<file path="config.mk">
export PLATFORM = sky130hd
export DESIGN_NAME = mul_wb_stage
export DESIGN_NICKNAME = d
export VERILOG_FILES = /design/src/rtl/arith_pkg.sv /design/src/rtl/skid_buffer.sv /design/src/rtl/mul_wb_stage.sv
export SDC_FILE = /design/constraint.sdc
export NUM_CORES = 1
export LEC_CHECK = 0
export BUFFER_PORTS_ARGS = -buffer_cell sky130_fd_sc_hd__clkbuf_2
export CAP_MARGIN = 20
export CORE_MARGIN = 2
export CORE_UTILIZATION = 40
export CTS_CLUSTER_DIAMETER = 30
export CTS_CLUSTER_SIZE = 25
export DETAILED_ROUTE_END_ITERATION = 10
export PLACE_DENSITY_LB_ADDON = 0.08
export SYNTH_ARGS = -nofsm -noshare
export SYNTH_HDL_FRONTEND = slang
export SYNTH_SLANG_ARGS = --single-unit
</file>
<file path="constraint.sdc">
create_clock -name clk -period 1.4 [get_ports clk]
set_input_delay 0.28 -clock clk [delete_from_list [all_inputs] [get_ports clk]]
set_output_delay 0.28 -clock clk [all_outputs]
set_load 0.05 [all_outputs]
</file>
<file path="src/rtl/arith_pkg.sv">
// Shared arithmetic types: the NZCV flag bundle used by the ALU/multiplier
// datapath and the occupancy encoding of the writeback elastic buffer.
package arith_pkg;

    typedef struct packed {
        logic n;
        logic z;
        logic c;
        logic v;
    } flags_t;

    typedef enum logic [1:0] {
        EMPTY = 2'd0,
        ONE   = 2'd1,
        FULL  = 2'd2
    } wb_state_t;

    function automatic flags_t pack_flags(input logic n, input logic z,
                                          input logic c, input logic v);
        flags_t f;
        f.n = n;
        f.z = z;
        f.c = c;
        f.v = v;
        return f;
    endfunction

endpackage

</file>
<file path="src/rtl/skid_buffer.sv">
// Generic 2-entry elastic buffer (head + skid registers) with valid/ready on
// both sides; in_ready depends only on registered occupancy.
module skid_buffer
    import arith_pkg::*;
#(
    parameter int width = 9
) (
    input  logic             clk,
    input  logic             rst_n,
    input  logic             flush,
    input  logic             in_valid,
    output logic             in_ready,
    input  logic [width-1:0] in_data,
    output logic             out_valid,
    input  logic             out_ready,
    output logic [width-1:0] out_data
);

    wb_state_t        state_q, state_d;
    logic [width-1:0] head_q, head_d;
    logic [width-1:0] skid_q, skid_d;
    logic             in_fire_s;
    logic             out_fire_s;

    assign in_ready  = (state_q != FULL);
    assign out_valid = (state_q != EMPTY);
    assign out_data  = head_q;

    // Occupancy next-state and head/skid data steering.
    always_comb begin
        state_d    = state_q;
        head_d     = head_q;
        skid_d     = skid_q;
        in_fire_s  = in_valid & in_ready;
        out_fire_s = out_valid & out_ready;
        if (flush) begin
            state_d = EMPTY;
        end else begin
            case (state_q)
                EMPTY: begin
                    if (in_fire_s) begin
                        head_d  = in_data;
                        state_d = ONE;
                    end else begin
                        state_d = EMPTY;
                    end
                end
                ONE: begin
                    if (in_fire_s && out_fire_s) begin
                        head_d  = in_data;
                        state_d = ONE;
                    end else if (in_fire_s) begin
                        skid_d  = in_data;
                        state_d = FULL;
                    end else if (out_fire_s) begin
                        state_d = EMPTY;
                    end else begin
                        state_d = ONE;
                    end
                end
                FULL: begin
                    // No input can be accepted here, so the skid entry simply moves up.
                    if (out_fire_s) begin
                        head_d  = skid_q;
                        state_d = ONE;
                    end else begin
                        state_d = FULL;
                    end
                end
                default: begin
                    state_d = EMPTY;
                end
            endcase
        end
    end

    // Occupancy and entry registers.
    always_ff @(posedge clk or negedge rst_n) begin
        if (!rst_n) begin
            state_q <= EMPTY;
            head_q  <= {width{1'b0}};
            skid_q  <= {width{1'b0}};
        end else begin
            state_q <= state_d;
            head_q  <= head_d;
            skid_q  <= skid_d;
        end
    end

endmodule

</file>
<file path="src/rtl/mul_wb_stage.sv">
// Registered writeback stage behind the multiplier: buffers {result, flags,
// flag_we} in a skid buffer and updates the architectural NZCV register on commit.
module mul_wb_stage
    import arith_pkg::*;
#(
    parameter int bus = 4
) (
    input  logic           clk,
    input  logic           rst_n,
    input  logic           in_valid,
    output logic           in_ready,
    input  logic [bus-1:0] in_result,
    input  logic           in_overflow,
    input  logic           in_zero,
    input  logic           in_negative,
    input  logic           in_carry,
    input  logic           in_flag_we,
    input  logic           flush,
    output logic           out_valid,
    input  logic           out_ready,
    output logic [bus-1:0] out_result,
    output logic [3:0]     out_flags,
    output logic [3:0]     status
);

    localparam int EntryW = bus + 5;

    flags_t            in_flags_s;
    flags_t            head_flags_s;
    logic [EntryW-1:0] in_entry_s;
    logic [EntryW-1:0] head_entry_s;
    logic              head_we_s;
    logic              commit_s;
    flags_t            status_q, status_d;

    // Flags travel untouched; the upstream zero flag means operand-zero.
    assign in_flags_s = pack_flags(in_negative, in_zero, in_carry, in_overflow);
    assign in_entry_s = {in_result, in_flags_s, in_flag_we};

    skid_buffer #(
        .width(EntryW)
    ) u_skid (
        .clk      (clk),
        .rst_n    (rst_n),
        .flush    (flush),
        .in_valid (in_valid),
        .in_ready (in_ready),
        .in_data  (in_entry_s),
        .out_valid(out_valid),
        .out_ready(out_ready),
        .out_data (head_entry_s)
    );

    assign out_result   = head_entry_s[EntryW-1:5];
    assign head_flags_s = head_entry_s[4:1];
    assign head_we_s    = head_entry_s[0];
    assign out_flags    = head_flags_s;
    assign status       = status_q;

    // A flushed head never commits, so it cannot touch the status register.
    always_comb begin
        commit_s = out_valid & out_ready & ~flush;
        if (commit_s && head_we_s) begin
            status_d = head_flags_s;
        end else begin
            status_d = status_q;
        end
    end

    // Architectural NZCV register.
    always_ff @(posedge clk or negedge rst_n) begin
        if (!rst_n) begin
            status_q <= 4'b0000;
        end else begin
            status_q <= status_d;
        end
    end

endmodule

</file>
==> summary.md, run 1 <==
| Metric | Value |
|---|---|
| Status | finished with violations |
| Failing checks | negative setup slack |
| # fillers | 226 |
| Worst hold path type | in2reg |
| # H-tree levels | 1 |
| Root buf cell | clkbuf_4 |
| Flop-to-flop setup slack | -150 ps |
| Critical R2R Capture | u_skid.out_data[7]$_DFFE_PN0P_ |
| Most common cell in the netlist | mux2_2 |
| CP Capture Type | flop |
| Mean Syn Cell Area | 14.0 sq um |
| Pin count of the biggest net entering global routing | 25 |
| Critical path startpoint category | flop |
| Synth cell count leaders | 31 x mux2_2, 24 x dfrtp_1, 9 x buf_4, 2 x a21oi_1, 2 x nand2_1 |
| Yosys warns | 0 |
| Vias/cell | 5.01 |
| Seq/Total Area, Yosys | 52.2% |
| Number of distinct library cells after synthesis | 19 |
| Worst hold path depth | 2 |
| Largest cells by area after synthesis | dfrtp_1 52%, mux2_2 30%, buf_4 5.9% |
| Worst-Margin Slew | 615 ps |
| Syn Nets | 96 |
| Worst flop-to-flop path startpoint | u_skid.state_q[0]$_DFF_PN0_ |
| CP Class | reg2reg |
| Critical path peak fanout | 6 |
| EDFF count, synth | 0 |
| Max clock buf depth | 2 |
| Period utilization | 110% |
| PwrDens | 1530 mW/mm^2 |
| Placed inst area | 0.00132 sq mm |
| DR WL/cell | 14.3 um |
| Area Overhead vs Synth | 36.0% |
| Rows | 19 |
| Cell taking the most area after synthesis | dfrtp_1 |
| Share of the synthesized area in the top cell type | 52.2% |
| Port Buf Inserts | 27 |
| Final Util | 57.3% |
| Mapped cell area | 0.00115 sq mm |
| Vias in the first global route | 750 |
| Reg2Reg Depth | 5 |
| Die area | 0.00332 sq mm |
| Final instance area | 0.00157 sq mm |
| Drt pass-1 iters | 3 |
| Top FF cell, synth | dfrtp_1 |
| Multi-input logic area | 569 sq um |
| Post-route antenna net violation count | 0 |
| CP Data Arrival Time | 1760 ps |
| Via count | 746 |
| Nets | 133 |
| CP Launch Point | u_skid.state_q[0]$_DFF_PN0_ |
| RSZ-0062 raised after global routing | yes |
| Clk_lat worst skew | 310 ps |
| Post-synth ARST share | 100% |
| DRC | 0 |
| Required @ worst endpoint | 1620 ps |
| CTS tree | built |
| Setup ws final | -146 ps |
| VDD IR max | 1.19 mV |
| Final Power | 0.00240 W |
| Max-slew violations | 0 |
| # IOs | 28 |
| Grt ovf | 0 |
| Seq. cell area | 602 sq um |
| Hold Violations, Final | 0 |
| Starting Density | 42.1% |
| Slew HR | 59.0% |
| First-pass GRT wire length | 3400 um |
| Tot GR Track Use | 13.8% |
| Initial DRC Count | 9 |
| LEAKAGE | 0.761 nW |
| GP Congestion | 0.777 |
| Reg clk slew, reported paths | 130 ps |
| Core footprint | 0.00273 sq mm |
| Max Cap Viol | 0 |
| Die Ht | 57.6 um |
| Share of layout cells above drive strength 1 | 72.0% |
| Synthesized flop and latch total | 24 |
| Setup_tns | -1380 ps |
| Clock skew | 2.96 ps |
| Max Clock Freq | 647 MHz |
| Clock buffer count from CTS | 3 |
| Die width | 57.6 um |
| Final setup viols | 24 |
| Minimum clock period | 1550 ps |
| Worst hold margin | 207 ps |
| Initial antenna violation count | 0 |
| Hold EP | u_skid.skid_q[1]$_DFFE_PN0P_ |
| Post-DP HPWL | 1430 um |
| HP Start | in_overflow |
| Clock Sinks | 24 |
| Syn Inst Count | 82 |
| Routed WL | 2140 um |
| Diodes inserted | 0 |
-- metrics by stage --
step	std cells	setup slack, ps
4_1_cts	148	-131
2_1_floorplan	82	-15.9
6_report	149	-146
3_5_place_dp	138	-90.4
5_1_grt	149	-201
3_3_place_gp	138	-85.6
-- state kept, by name, summed over array words and instances (netlist names) --
| signal | count |
|---|---|
| u_skid.out_data | 9 |
| u_skid.skid_q | 9 |
| status | 4 |
| u_skid.state_q | 2 |
-- area by class of cell --
class,instances,area share (%)
flip-flops and latches,24,38.4
multi-input cells,47,36.4
repair buffers,42,19.1
well taps,31,2.48
clock inverters,1,1.92
clock buffers,3,1.44
inverters,1,0.240
-- worst max-delay path by stage --
stage                                     end  slack (ps)  cells past startpoint
6_report       u_skid.out_data[7]$_DFFE_PN0P_        -150                      5
5_1_grt                              in_ready        -200                      4
3_3_place_gp   u_skid.out_data[6]$_DFFE_PN0P_         -90                      4
2_1_floorplan           status[0]$_DFFE_PN0P_         -20                      3
4_1_cts                              in_ready        -130                      4
3_5_place_dp     u_skid.skid_q[6]$_DFFE_PN0P_         -90                      4
-- report_power, final --
part	switching (W)	leakage, nW	internal (W)
Clock	0.000206	0.0279	0.000289
Sequential	0.000105	0.291	0.000881
Combinational	0.000547	0.442	0.000367
Total	0.000858	0.761	0.00154
-- metal layers --
layer	track usage, %	vias to the layer above	wire, um
met1	17.3	376	981
met5	0	-	0
li1	-	352	-
met2	22.6	16	1070
met4	6.98	0	18
met3	2.68	2	66
-- worst max-delay path: stages (launching register included) --
cell	delay [ps]
dfrtp_2	490
nor2b_4	160
buf_6	120
buf_4	110
mux2_2	320
mux2_2	260
-- cell families after synthesis --
group,synth area share [%]
DFF,52.2
muxes,30.3
and+or+nand+nor,6.63
AOI/OAI and AO/OA,3.70
buffers and inverters,7.17
-- repair_timing --
action	CTS	global route
gates resized for setup	18	19
pin swaps	1	1
setup buffers	5	1
hold buffers	1	0
gates cloned	1	0
endpoints found under the setup margin	24	24
endpoints found under the hold margin	24	0
-- cells in the final DEF, fill, tap and decap left out, types with 2 or more instances in the layout --
master	count
nand2_1	2
buf_6	5
clkbuf_2	25
buf_4	9
a21oi_1	2
mux2_4	21
dfrtp_1	23
mux2_2	10
clkbuf_4	3
No activity file was read; power rests on OpenSTA's default activity.
==> run 2: changes to the inputs <==
--- a/config.mk
+++ b/config.mk
@@ -7,12 +7,13 @@
 export LEC_CHECK = 0
 export BUFFER_PORTS_ARGS = -buffer_cell sky130_fd_sc_hd__clkbuf_2
 export CAP_MARGIN = 20
-export CORE_MARGIN = 2
+export CORE_MARGIN = 3
 export CORE_UTILIZATION = 40
 export CTS_CLUSTER_DIAMETER = 30
 export CTS_CLUSTER_SIZE = 25
 export DETAILED_ROUTE_END_ITERATION = 10
 export PLACE_DENSITY_LB_ADDON = 0.08
+export SKIP_LAST_GASP = 1
 export SYNTH_ARGS = -nofsm -noshare
 export SYNTH_HDL_FRONTEND = slang
 export SYNTH_SLANG_ARGS = --single-unit
==> run 2 against run 1 <==
The flow still finishes with violations (negative setup slack). Utilization grew 1.4 points. First-iteration DRC count grew 110%. Largest power group unchanged. Via count grew 2.3%. Routed wire length grew 8.7%. Critical endpoint is now u_skid.skid_q[3]$_DFFE_PN0P_. Total power shrank 9.2%. Critical path type unchanged.
==> summary.md, run 2 (same netlist as run 1, synthesis figures left out) <==
| Metric | Value |
|---|---|
| Status | finished with violations |
| Failing checks | negative setup slack |
| Seq. cell area | 602 sq um (unchanged) |
| Worst hold path type | in2reg |
| Placed Instances | 138 (unchanged) |
| CP Data Arrival Time | 1730 ps (-30 ps) |
| Setup_tns | -2190 ps (-808 ps) |
| DRC | 0 (unchanged) |
| Critical path startpoint category | flop |
| Post-route antenna net violation count | 0 (unchanged) |
| Area Overhead vs Synth | 33.2% |
| Diodes inserted | 0 (unchanged) |
| Post-DP HPWL | 1500 um (+4.5%) |
| Clock buffer count from CTS | 3 (unchanged) |
| Tot GR Track Use | 14.9% (+1.1 points) |
| Max clock buf depth | 2 (unchanged) |
| Layout Cells excl Fill | 151 (+1.3%) |
| Core footprint | 0.00261 sq mm (-4.4%) |
| Reg clk slew, reported paths | 120 ps (about the same) |
| Multi-input logic area | 539 sq um (-5.3%) |
| Rows | 18 (-1) |
| Die area | 0.00356 sq mm (+7.1%) |
| Setup ws final | -138 ps (+7.82 ps) |
| Final setup viols | 20 (-17%) |
| RSZ-0062 raised after global routing | yes |
| Die width | 59.6 um (+3.5%) |
| Initial antenna violation count | 0 (unchanged) |
| Via count | 763 (+2.3%) |
| Flop-to-flop setup slack | -140 ps (about the same) |
| Final Util | 58.7% (+1.4 points) |
| Clock Sinks | 24 (unchanged) |
| Root buf cell | clkbuf_4 |
| Worst-Margin Slew | 601 ps (-13.8 ps) |
| VDD IR max | 1.20 mV (+0.68%) |
| Grt ovf | 0 (unchanged) |
| Minimum clock period | 1540 ps (-7.82 ps) |
| Clock skew | 4.24 ps (+1.29 ps) |
| # H-tree levels | 1 (unchanged) |
| Slew HR | 59.9% (+0.92 points) |
| Pin count of the biggest net entering global routing | 25 (unchanged) |
| Nets | 137 (+3.0%) |
| Starting Density | 44.1% (+2.0 points) |
| # IOs | 28 (unchanged) |
| DR WL/cell | 15.4 um (+7.2%) |
| Period utilization | 110% (-0.56 points) |
| GP Congestion | 0.722 (-7.1%) |
| Hold Violations, Final | 0 (unchanged) |
| Worst hold margin | 224 ps (+17.4 ps) |
| Most frequent cells in the layout | 25 x clkbuf_2, 23 x dfrtp_1, 19 x mux2_2, 13 x buf_4, 12 x mux2_4 |
| Die Ht | 59.6 um (+3.5%) |
| # fillers | 222 (-1.8%) |
| Vias/cell | 5.05 (+0.92%) |
| Initial DRC Count | 19 (+10) |
| Vias in the first global route | 860 (+15%) |
| Port Buf Inserts | 27 (unchanged) |
| Max Clock Freq | 650 MHz (+0.51%) |
| Required @ worst endpoint | 1590 ps (-30 ps) |
| Share of layout cells above drive strength 1 | 71.1% (-0.96 points) |
| CTS tree | built |
| Drt pass-1 iters | 2 (-1) |
| LEAKAGE | 0.737 nW (-3.1%) |
| Commonest non-fill, non-tap cell in the layout | clkbuf_2 |
| Critical path peak fanout | 5 (-1) |
| CP Capture Type | flop |
| Routed WL | 2320 um (+8.7%) |
| CP Class | reg2reg |
| Max Cap Viol | 0 (unchanged) |
| PwrDens | 1420 mW/mm^2 (-7.3%) |
| Max-slew violations | 0 (unchanged) |
| First-pass GRT wire length | 3940 um (+16%) |
| Pre-CTS setup slack | -69.5 ps (+20.8 ps) |
| Clk_lat worst skew | 300 ps (about the same) |
run 2: layer usage:
layer	wire, um	GRT usage (%)	up-vias
met2	1080	23.8	20
met3	122	4.36	2
met5	0	0	-
met4	9	4.11	0
li1	-	-	360
met1	1110	19.6	381
run 2: worst paths after layout:
check | to | from | cells past startpoint
max | u_skid.skid_q[3]$_DFFE_PN0P_ | u_skid.state_q[1]$_DFF_PN0_ | 5
min | u_skid.skid_q[1]$_DFFE_PN0P_ | in_overflow | 2
max reg2reg | u_skid.skid_q[3]$_DFFE_PN0P_ | u_skid.state_q[1]$_DFF_PN0_ | 5
min reg2reg | u_skid.out_data[7]$_DFFE_PN0P_ | u_skid.out_data[7]$_DFFE_PN0P_ | 1
max in group asynchronous | u_skid.state_q[0]$_DFF_PN0_ | rst_n | 2
min in group asynchronous | u_skid.out_data[3]$_DFFE_PN0P_ | rst_n | 2
run 2: where the power goes:
| part | total (W) | internal, W | leakage [nW] | switching [W] |
|---|---|---|---|---|
| combinational | 0.000906 | 0.000348 | 0.432 | 0.000558 |
| sequential | 0.000982 | 0.000881 | 0.291 | 0.000101 |
| clock | 0.000287 | 0.000100 | 0.0138 | 0.000187 |
run 2: stage by stage:
stage                     total power [W]  area (sq um)
after floorplan                   0.00167          1160
after global placement            0.00180          1340
after detailed placement          0.00182          1340
after CTS                         0.00218          1510
after global routing              0.00231          1530
final                             0.00218          1530
run 2: what timing repair did:
item / in CTS / in global routing
buffers inserted: 6 / 2
hold buffers: 1 / 0
hold endpoints to repair: 24 / 0
cloned: 1 / 0
gates resized for setup: 22 / 4
setup endpoints to repair: 24 / 20
run 2: layout make-up:
type | count | area share (%)
Sequential cell | 24 | 39.3
Multi-Input combinational cell | 47 | 35.2
Timing Repair Buffer | 46 | 21.4
Tap cell | 30 | 2.45
Clock buffer | 3 | 1.47
Inverter | 1 | 0.245
run 2: critical path, stage by stage, from the launching register on:
cell and delay [ps]:
dfrtp_1 430, buf_6 130, nor2b_4 120, nor3b_4 260, buf_6 180, mux2_4 310
